`config.mk`:
```
export PLATFORM = sky130hd
export DESIGN_NAME = bcd_sub_serial_flat
export DESIGN_NICKNAME = d
export VERILOG_FILES = /design/src/rtl/bcd_sub_serial_if.sv /design/src/rtl/bcd_sub_serial.sv /design/src/flat_wrapper.sv
export SDC_FILE = /design/constraint.sdc
export NUM_CORES = 1
export LEC_CHECK = 0
export CAP_MARGIN = 20
export CORE_UTILIZATION = 45
export CTS_BUF_LIST = sky130_fd_sc_hd__clkbuf_2
export CTS_CLUSTER_SIZE = 14
export DETAILED_ROUTE_END_ITERATION = 16
export GPL_ROUTABILITY_DRIVEN = 1
export PLACE_DENSITY = 0.73
export SLEW_MARGIN = 20
export SYNTH_ARGS = -nofsm -noshare
export SYNTH_HDL_FRONTEND = slang
export SYNTH_SLANG_ARGS = --single-unit
```
`constraint.sdc`:
```
create_clock -name clk -period 10.5 [get_ports clk]
set_input_delay 2.1 -clock clk [delete_from_list [all_inputs] [get_ports clk]]
set_output_delay 2.1 -clock clk [all_outputs]
set_load 0.005 [all_outputs]
```
`src/rtl/bcd_sub_serial_if.sv`:
```
// Start/busy/done request bundle for the digit-serial BCD subtractor.
// Handshake: start is sampled only while busy=0; busy stays high until the done cycle, and done is a one-cycle pulse.
interface bcd_sub_serial_if #(
  parameter int DIGITS = 4
) ();
  logic                  start;
  logic [4*DIGITS-1:0]   a;
  logic [4*DIGITS-1:0]   b;
  logic                  busy;
  logic                  done;
  logic [4*DIGITS-1:0]   diff;
  logic                  borrow;
  logic                  neg;
  logic                  invalid;

  modport master (
    output start, a, b,
    input  busy, done, diff, borrow, neg, invalid
  );

  modport slave (
    input  start, a, b,
    output busy, done, diff, borrow, neg, invalid
  );
endinterface

```
`src/rtl/bcd_sub_serial.sv`:
```
// Digit-serial packed-BCD subtractor, least significant digit first, one digit per clock.
// Define BCD_SUB_MAGNITUDE_EN to add a COMP pass that turns negative results into |a-b|.
module bcd_sub_serial #(
  parameter int DIGITS = 4
) (
  input  logic                clk,
  input  logic                rst,
  bcd_sub_serial_if.slave     bus,
  output logic [1:0]          dbg_state_o
);
  localparam int W  = 4 * DIGITS;
  localparam int IW = $clog2(DIGITS);

  typedef enum logic [1:0] {
    IDLE = 2'd0,
    SUB  = 2'd1,
`ifdef BCD_SUB_MAGNITUDE_EN
    COMP = 2'd2,
`endif
    DONE = 2'd3
  } state_t;

  state_t          state_q, state_d;
  logic [W-1:0]    a_q, a_d;
  logic [W-1:0]    b_q, b_d;
  logic [W-1:0]    diff_q, diff_d;
  logic [IW-1:0]   idx_q, idx_d;
  logic            bw_q, bw_d;
  logic            borrow_q, borrow_d;
  logic            invalid_q, invalid_d;

  logic [3:0]      a_dig, b_dig, d_dig;
  logic [4:0]      t;
  logic            last;
`ifdef BCD_SUB_MAGNITUDE_EN
  logic [3:0]      u;
`endif

  function automatic logic digits_ok(input logic [W-1:0] v);
    for (int i = 0; i < DIGITS; i++) begin
      if (v[4*i +: 4] > 4'd9) return 1'b0;
    end
    return 1'b1;
  endfunction

  always_comb begin
    state_d   = state_q;
    a_d       = a_q;
    b_d       = b_q;
    diff_d    = diff_q;
    idx_d     = idx_q;
    bw_d      = bw_q;
    borrow_d  = borrow_q;
    invalid_d = invalid_q;

    a_dig = a_q[idx_q*4 +: 4];
    b_dig = b_q[idx_q*4 +: 4];
    d_dig = diff_q[idx_q*4 +: 4];
    t     = {1'b0, a_dig} - {1'b0, b_dig} - {4'b0000, bw_q};
    last  = (idx_q == IW'(DIGITS - 1));
`ifdef BCD_SUB_MAGNITUDE_EN
    u     = 4'd9 - d_dig + {3'b000, bw_q};
`endif

    case (state_q)
      IDLE: begin
        if (bus.start) begin
          a_d       = bus.a;
          b_d       = bus.b;
          diff_d    = '0;
          borrow_d  = 1'b0;
          invalid_d = 1'b0;
          idx_d     = '0;
          bw_d      = 1'b0;
          if (digits_ok(bus.a) && digits_ok(bus.b)) begin
            state_d = SUB;
          end else begin
            invalid_d = 1'b1;
            state_d   = DONE;
          end
        end
      end
      SUB: begin
        // t[4] is the sign of the 5-bit difference; a negative digit wraps by +10.
        diff_d[idx_q*4 +: 4] = t[4] ? (t[3:0] + 4'd10) : t[3:0];
        bw_d = t[4];
        if (last) begin
          borrow_d = t[4];
          idx_d    = '0;
`ifdef BCD_SUB_MAGNITUDE_EN
          state_d  = t[4] ? COMP : DONE;
`else
          state_d  = DONE;
`endif
        end else begin
          idx_d = idx_q + IW'(1);
        end
      end
`ifdef BCD_SUB_MAGNITUDE_EN
      // bw_q is 1 on entry here, so it doubles as the initial correction carry.
      COMP: begin
        diff_d[idx_q*4 +: 4] = (u == 4'd10) ? 4'd0 : u;
        bw_d = (u == 4'd10);
        if (last) begin
          idx_d   = '0;
          state_d = DONE;
        end else begin
          idx_d = idx_q + IW'(1);
        end
      end
`endif
      DONE: begin
        state_d = IDLE;
      end
      default: begin
        state_d = IDLE;
      end
    endcase
  end

  always_ff @(posedge clk) begin
    if (rst) begin
      state_q   <= IDLE;
      a_q       <= '0;
      b_q       <= '0;
      diff_q    <= '0;
      idx_q     <= '0;
      bw_q      <= 1'b0;
      borrow_q  <= 1'b0;
      invalid_q <= 1'b0;
    end else begin
      state_q   <= state_d;
      a_q       <= a_d;
      b_q       <= b_d;
      diff_q    <= diff_d;
      idx_q     <= idx_d;
      bw_q      <= bw_d;
      borrow_q  <= borrow_d;
      invalid_q <= invalid_d;
    end
  end

  assign bus.busy    = (state_q != IDLE);
  assign bus.done    = (state_q == DONE);
  assign bus.diff    = diff_q;
  assign bus.borrow  = borrow_q;
  assign bus.neg     = borrow_q;
  assign bus.invalid = invalid_q;
  assign dbg_state_o = state_q;
endmodule

```
`src/flat_wrapper.sv`:
```
// flat-port wrapper written by rule: the top's interface ports become plain ports
module bcd_sub_serial_flat 
#(
  parameter int DIGITS = 4
)
  (clk, rst, dbg_state_o, bus_start, bus_a, bus_b, bus_busy, bus_done, bus_diff, bus_borrow, bus_neg, bus_invalid);
  bcd_sub_serial_if #(.DIGITS(DIGITS)) bus_i ();
  input  logic clk;
  input  logic rst;
  output logic [1:0] dbg_state_o;
  input wire logic [$bits(bus_i.start)-1:0] bus_start;
  input wire logic [$bits(bus_i.a)-1:0] bus_a;
  input wire logic [$bits(bus_i.b)-1:0] bus_b;
  output wire logic [$bits(bus_i.busy)-1:0] bus_busy;
  output wire logic [$bits(bus_i.done)-1:0] bus_done;
  output wire logic [$bits(bus_i.diff)-1:0] bus_diff;
  output wire logic [$bits(bus_i.borrow)-1:0] bus_borrow;
  output wire logic [$bits(bus_i.neg)-1:0] bus_neg;
  output wire logic [$bits(bus_i.invalid)-1:0] bus_invalid;
  assign bus_i.start = bus_start;
  assign bus_i.a = bus_a;
  assign bus_i.b = bus_b;
  assign bus_busy = bus_i.busy;
  assign bus_done = bus_i.done;
  assign bus_diff = bus_i.diff;
  assign bus_borrow = bus_i.borrow;
  assign bus_neg = bus_i.neg;
  assign bus_invalid = bus_i.invalid;
  bcd_sub_serial #(.DIGITS(DIGITS)) u_core (.clk(clk), .rst(rst), .bus(bus_i), .dbg_state_o(dbg_state_o));
endmodule
```
==> impl_metrics.json <==
{
  "power.density_cell_area_mw_per_mm2": 129,
  "final_layout_size_suffix_gt1_share_pct": 5.97,
  "routed_wl_um": 5640,
  "chipHeight_um": 77.8,
  "synth_edf_count": 0,
  "post_synth_instance_area_mm2": 0.00259,
  "hold_violations": 0,
  "timing_worst_setup_path_type": "register to output pin",
  "number_of_fill_cells_in_the_layout": 512,
  "ir_drop_mv": 0.0753,
  "worstMarginPinSlew_ps": 629,
  "postLayoutCoreUtil_pct": 58.6,
  "worst_ep_required_time_ps": 8400,
  "post_layout_net_count": 397,
  "hpwl_um": 4080,
  "design.portCount": 58,
  "slowest_cp_cell": "sky130_fd_sc_hd__dfxtp_1",
  "route.detailed.drc": 0,
  "synth_largest_type_area_fraction_pct": 42.6,
  "dr_total_vias": 2232,
  "grt.overflow.total": 0,
  "ctsRootBufferMaster": "sky130_fd_sc_hd__clkbuf_2",
  "dr.first_iter.drc_count": 168,
  "insertedDiodeCount": 0,
  "final.setup.tns_ps": 0,
  "grt_setup_unrepaired": "no",
  "slew-limit-headroom_pct": 58.1,
  "areaGrowthSynthToFinish_pct": 24.8,
  "first_global_vias": 2027,
  "htreeDepth": 2,
  "post-synth-top-area-cell": "sky130_fd_sc_hd__dfxtp_1",
  "ys_seq_elements": 55,
  "finalCritPeriodShare_pct": 36.4,
  "cts.sinks": 55,
  "timing.critical_path.cells": "nor2_1 > inv_1 > clkdlybuf4s50_1",
  "arrival_ps": 1730,
  "antenna_found_initial": 0,
  "run_status": "complete, no violations",
  "setup.worst_path.end_class": "output pin",
  "grt.total_usage_pct": 20.1,
  "finalWorstPathRequiredPeriod_ps": 3830,
  "achievable-frequency_mhz": 261,
  "starting_density_of_the_core_pct": 47.0,
  "cts_setup_buffers": 0,
  "synth.lib_cells_used.distinct": 40,
  "setup-violations-final": 0,
  "synth_area_per_cell_um2": 8.56,
  "syn_nets": 348,
  "routed_wire_length_per_instance_um": 13.3,
  "row_count": 27,
  "cts-hold-fix-buffers": 0,
  "die_area_mm2": 0.00605,
  "post_synth_most_frequent_cells": "sky130_fd_sc_hd__nand2_1 (72), sky130_fd_sc_hd__dfxtp_1 (55), sky130_fd_sc_hd__a21oi_1 (42)",
  "ys_top_cells_by_area": "sky130_fd_sc_hd__dfxtp_1 (43%), sky130_fd_sc_hd__nand2_1 (10%), sky130_fd_sc_hd__a21oi_1 (8.1%)",
  "worst_path_largest_cell_delay_ps": 590,
  "drtAntennaViolNets": 0,
  "vias_per_cell": 5.26,
  "drt_first_pass_iters": 4,
  "max-clock-path-buffers": 2,
  "clk_transition_reported_paths_ps": 240,
  "grt_pass1_wl_um": 9670,
  "cts_tree": "built",
  "maxSlewViolCount": 0,
  "insertion_delay_ps": 430,
  "core_region_area_mm2": 0.00551,
  "warnings_from_yosys": 0,
  "synthesis.instances": 302,
  "cap_violations": 0,
  "placement.io_buffers": 57,
  "fin_skew_ps": 4.14,
  "maximum_number_of_pins_on_one_net_before_global_route_repair": 49,
  "yosys.cell_count.top_type": "sky130_fd_sc_hd__nand2_1",
  "post_synthesis_sequential_area_ratio_pct": 42.6,
  "worst_hold_slack_ps": 468,
  "power.static_leakage_nw": 1.18,
  "critical-path-top-delay-family": "flip-flops",
  "hold_path_class": "register to register",
  "place.gp.congestion": 0.779,
  "crit_path_max_fanout": 12,
  "synth_top_flop_cell": "sky130_fd_sc_hd__dfxtp_1",
  "timing.critical_path.buf_inv": 2,
  "die_w_um": 77.8,
  "tritoncts.num_buffers": 5,
  "cts_resized": 0,
  "synth-async-reset-ratio_pct": 0,
  "worst_setup_path_start_kind": "register"
}
-- per-layer routing --
| metal | routed length [um] | vias to the layer above | share of wire [%] | global-route usage, % |
|---|---|---|---|---|
| li1 | - | 1131 | - | - |
| met1 | 2780 | 1046 | 49 | 27.8 |
| met2 | 2550 | 46 | 45 | 31.7 |
| met3 | 222 | 9 | 3.9 | 3.76 |
| met4 | 80 | 0 | 1.4 | 6.23 |
| met5 | 0 | - | 0 | 0 |
-- cell families after synthesis --
| kind of cell | count (synthesis) | share of synthesized area, % |
|---|---|---|
| AOI/OAI and AO/OA | 77 | 18.1 |
| xor gates and xnor gates | 6 | 2.03 |
| muxes | 8 | 7.11 |
| adders and majority gates | 11 | 5.90 |
| buffers and inverters | 36 | 5.66 |
| DFF | 55 | 42.6 |
| and+or+nand+nor | 109 | 18.6 |
-- registers in the layout, indices dropped and copies added, names as in the netlist --
register / count
u_core.bus.diff: 16
u_core.a_q: 16
u_core.b_q: 16
u_core.bus.invalid: 1
u_core.idx_q: 2
u_core.dbg_state_o: 2
u_core.bus.borrow: 1
u_core.bw_q: 1
-- worst register-to-register path, stage by stage (launching register included) --
cell	delay [ps]
sky130_fd_sc_hd__dfxtp_1	360
sky130_fd_sc_hd__buf_4	250
sky130_fd_sc_hd__mux4_2	570
sky130_fd_sc_hd__fa_1	440
sky130_fd_sc_hd__fa_1	520
sky130_fd_sc_hd__xor2_1	180
sky130_fd_sc_hd__ha_1	340
sky130_fd_sc_hd__a21oi_1	140
sky130_fd_sc_hd__o22a_1	160
sky130_fd_sc_hd__o221ai_1	210
sky130_fd_sc_hd__a32o_1	280
-- stage by stage --
step	setup WS, ps	total power, mW	std cells	instance area, um^2
floorplan	7130	0.303	302	2590
global placement	6560	0.340	416	3190
detailed placement	6480	0.342	416	3190
CTS	6670	0.419	424	3220
global route	6540	0.445	424	3230
finish	6670	0.416	424	3230
-- worst paths after layout --
path                                            start                  end  slack, ps  depth (start not counted)
worst min-delay path                   u_core.a_q[10]       u_core.a_q[10]        470                          2
worst max register to register        u_core.idx_q[0]  u_core.bus.diff[14]       6990                         10
worst max-delay path            u_core.dbg_state_o[1]             bus_busy       6670                          3
worst min register to register         u_core.a_q[10]       u_core.a_q[10]        470                          2
-- power breakdown --
part	switching (mW)	internal, mW
logic	0.0614	0.0502
registers	0.00683	0.220
clock network	0.0613	0.0160
-- layout make-up --
| cell class | instances | area [um^2] | area share, % |
|---|---|---|---|
| clock buffer | 6 | 30.0 | 0.930 |
| clock inverter | 2 | 7.51 | 0.233 |
| inverter | 19 | 71.3 | 2.21 |
| multi-input combinational | 211 | 1340 | 41.6 |
| sequential | 55 | 1100 | 34.1 |
| tap | 72 | 90.1 | 2.79 |
| timing repair buffer | 59 | 586 | 18.1 |
-- cell usage in the layout (no fill, tap or decap), types with 2 or more instances in the layout --
cell type	instances
sky130_fd_sc_hd__a22o_1	9
sky130_fd_sc_hd__o221ai_1	2
sky130_fd_sc_hd__dfxtp_1	55
sky130_fd_sc_hd__ha_1	9
sky130_fd_sc_hd__a32o_1	3
sky130_fd_sc_hd__mux4_2	7
sky130_fd_sc_hd__a211oi_1	2
sky130_fd_sc_hd__clkbuf_2	6
sky130_fd_sc_hd__fa_1	2
sky130_fd_sc_hd__a21oi_1	42
sky130_fd_sc_hd__o22ai_1	2
sky130_fd_sc_hd__o21ai_0	10
sky130_fd_sc_hd__nand2b_1	2
sky130_fd_sc_hd__inv_1	18
sky130_fd_sc_hd__clkdlybuf4s50_1	57
sky130_fd_sc_hd__and2_1	4
sky130_fd_sc_hd__nand2_1	71
sky130_fd_sc_hd__xor2_1	2
sky130_fd_sc_hd__nor2_1	16
sky130_fd_sc_hd__xnor2_1	4
sky130_fd_sc_hd__buf_4	2
sky130_fd_sc_hd__clkinv_1	3
sky130_fd_sc_hd__a22oi_1	2
sky130_fd_sc_hd__nand4b_1	2
sky130_fd_sc_hd__nand4_1	4
Note: power is estimated with default switching activity, not from simulation.
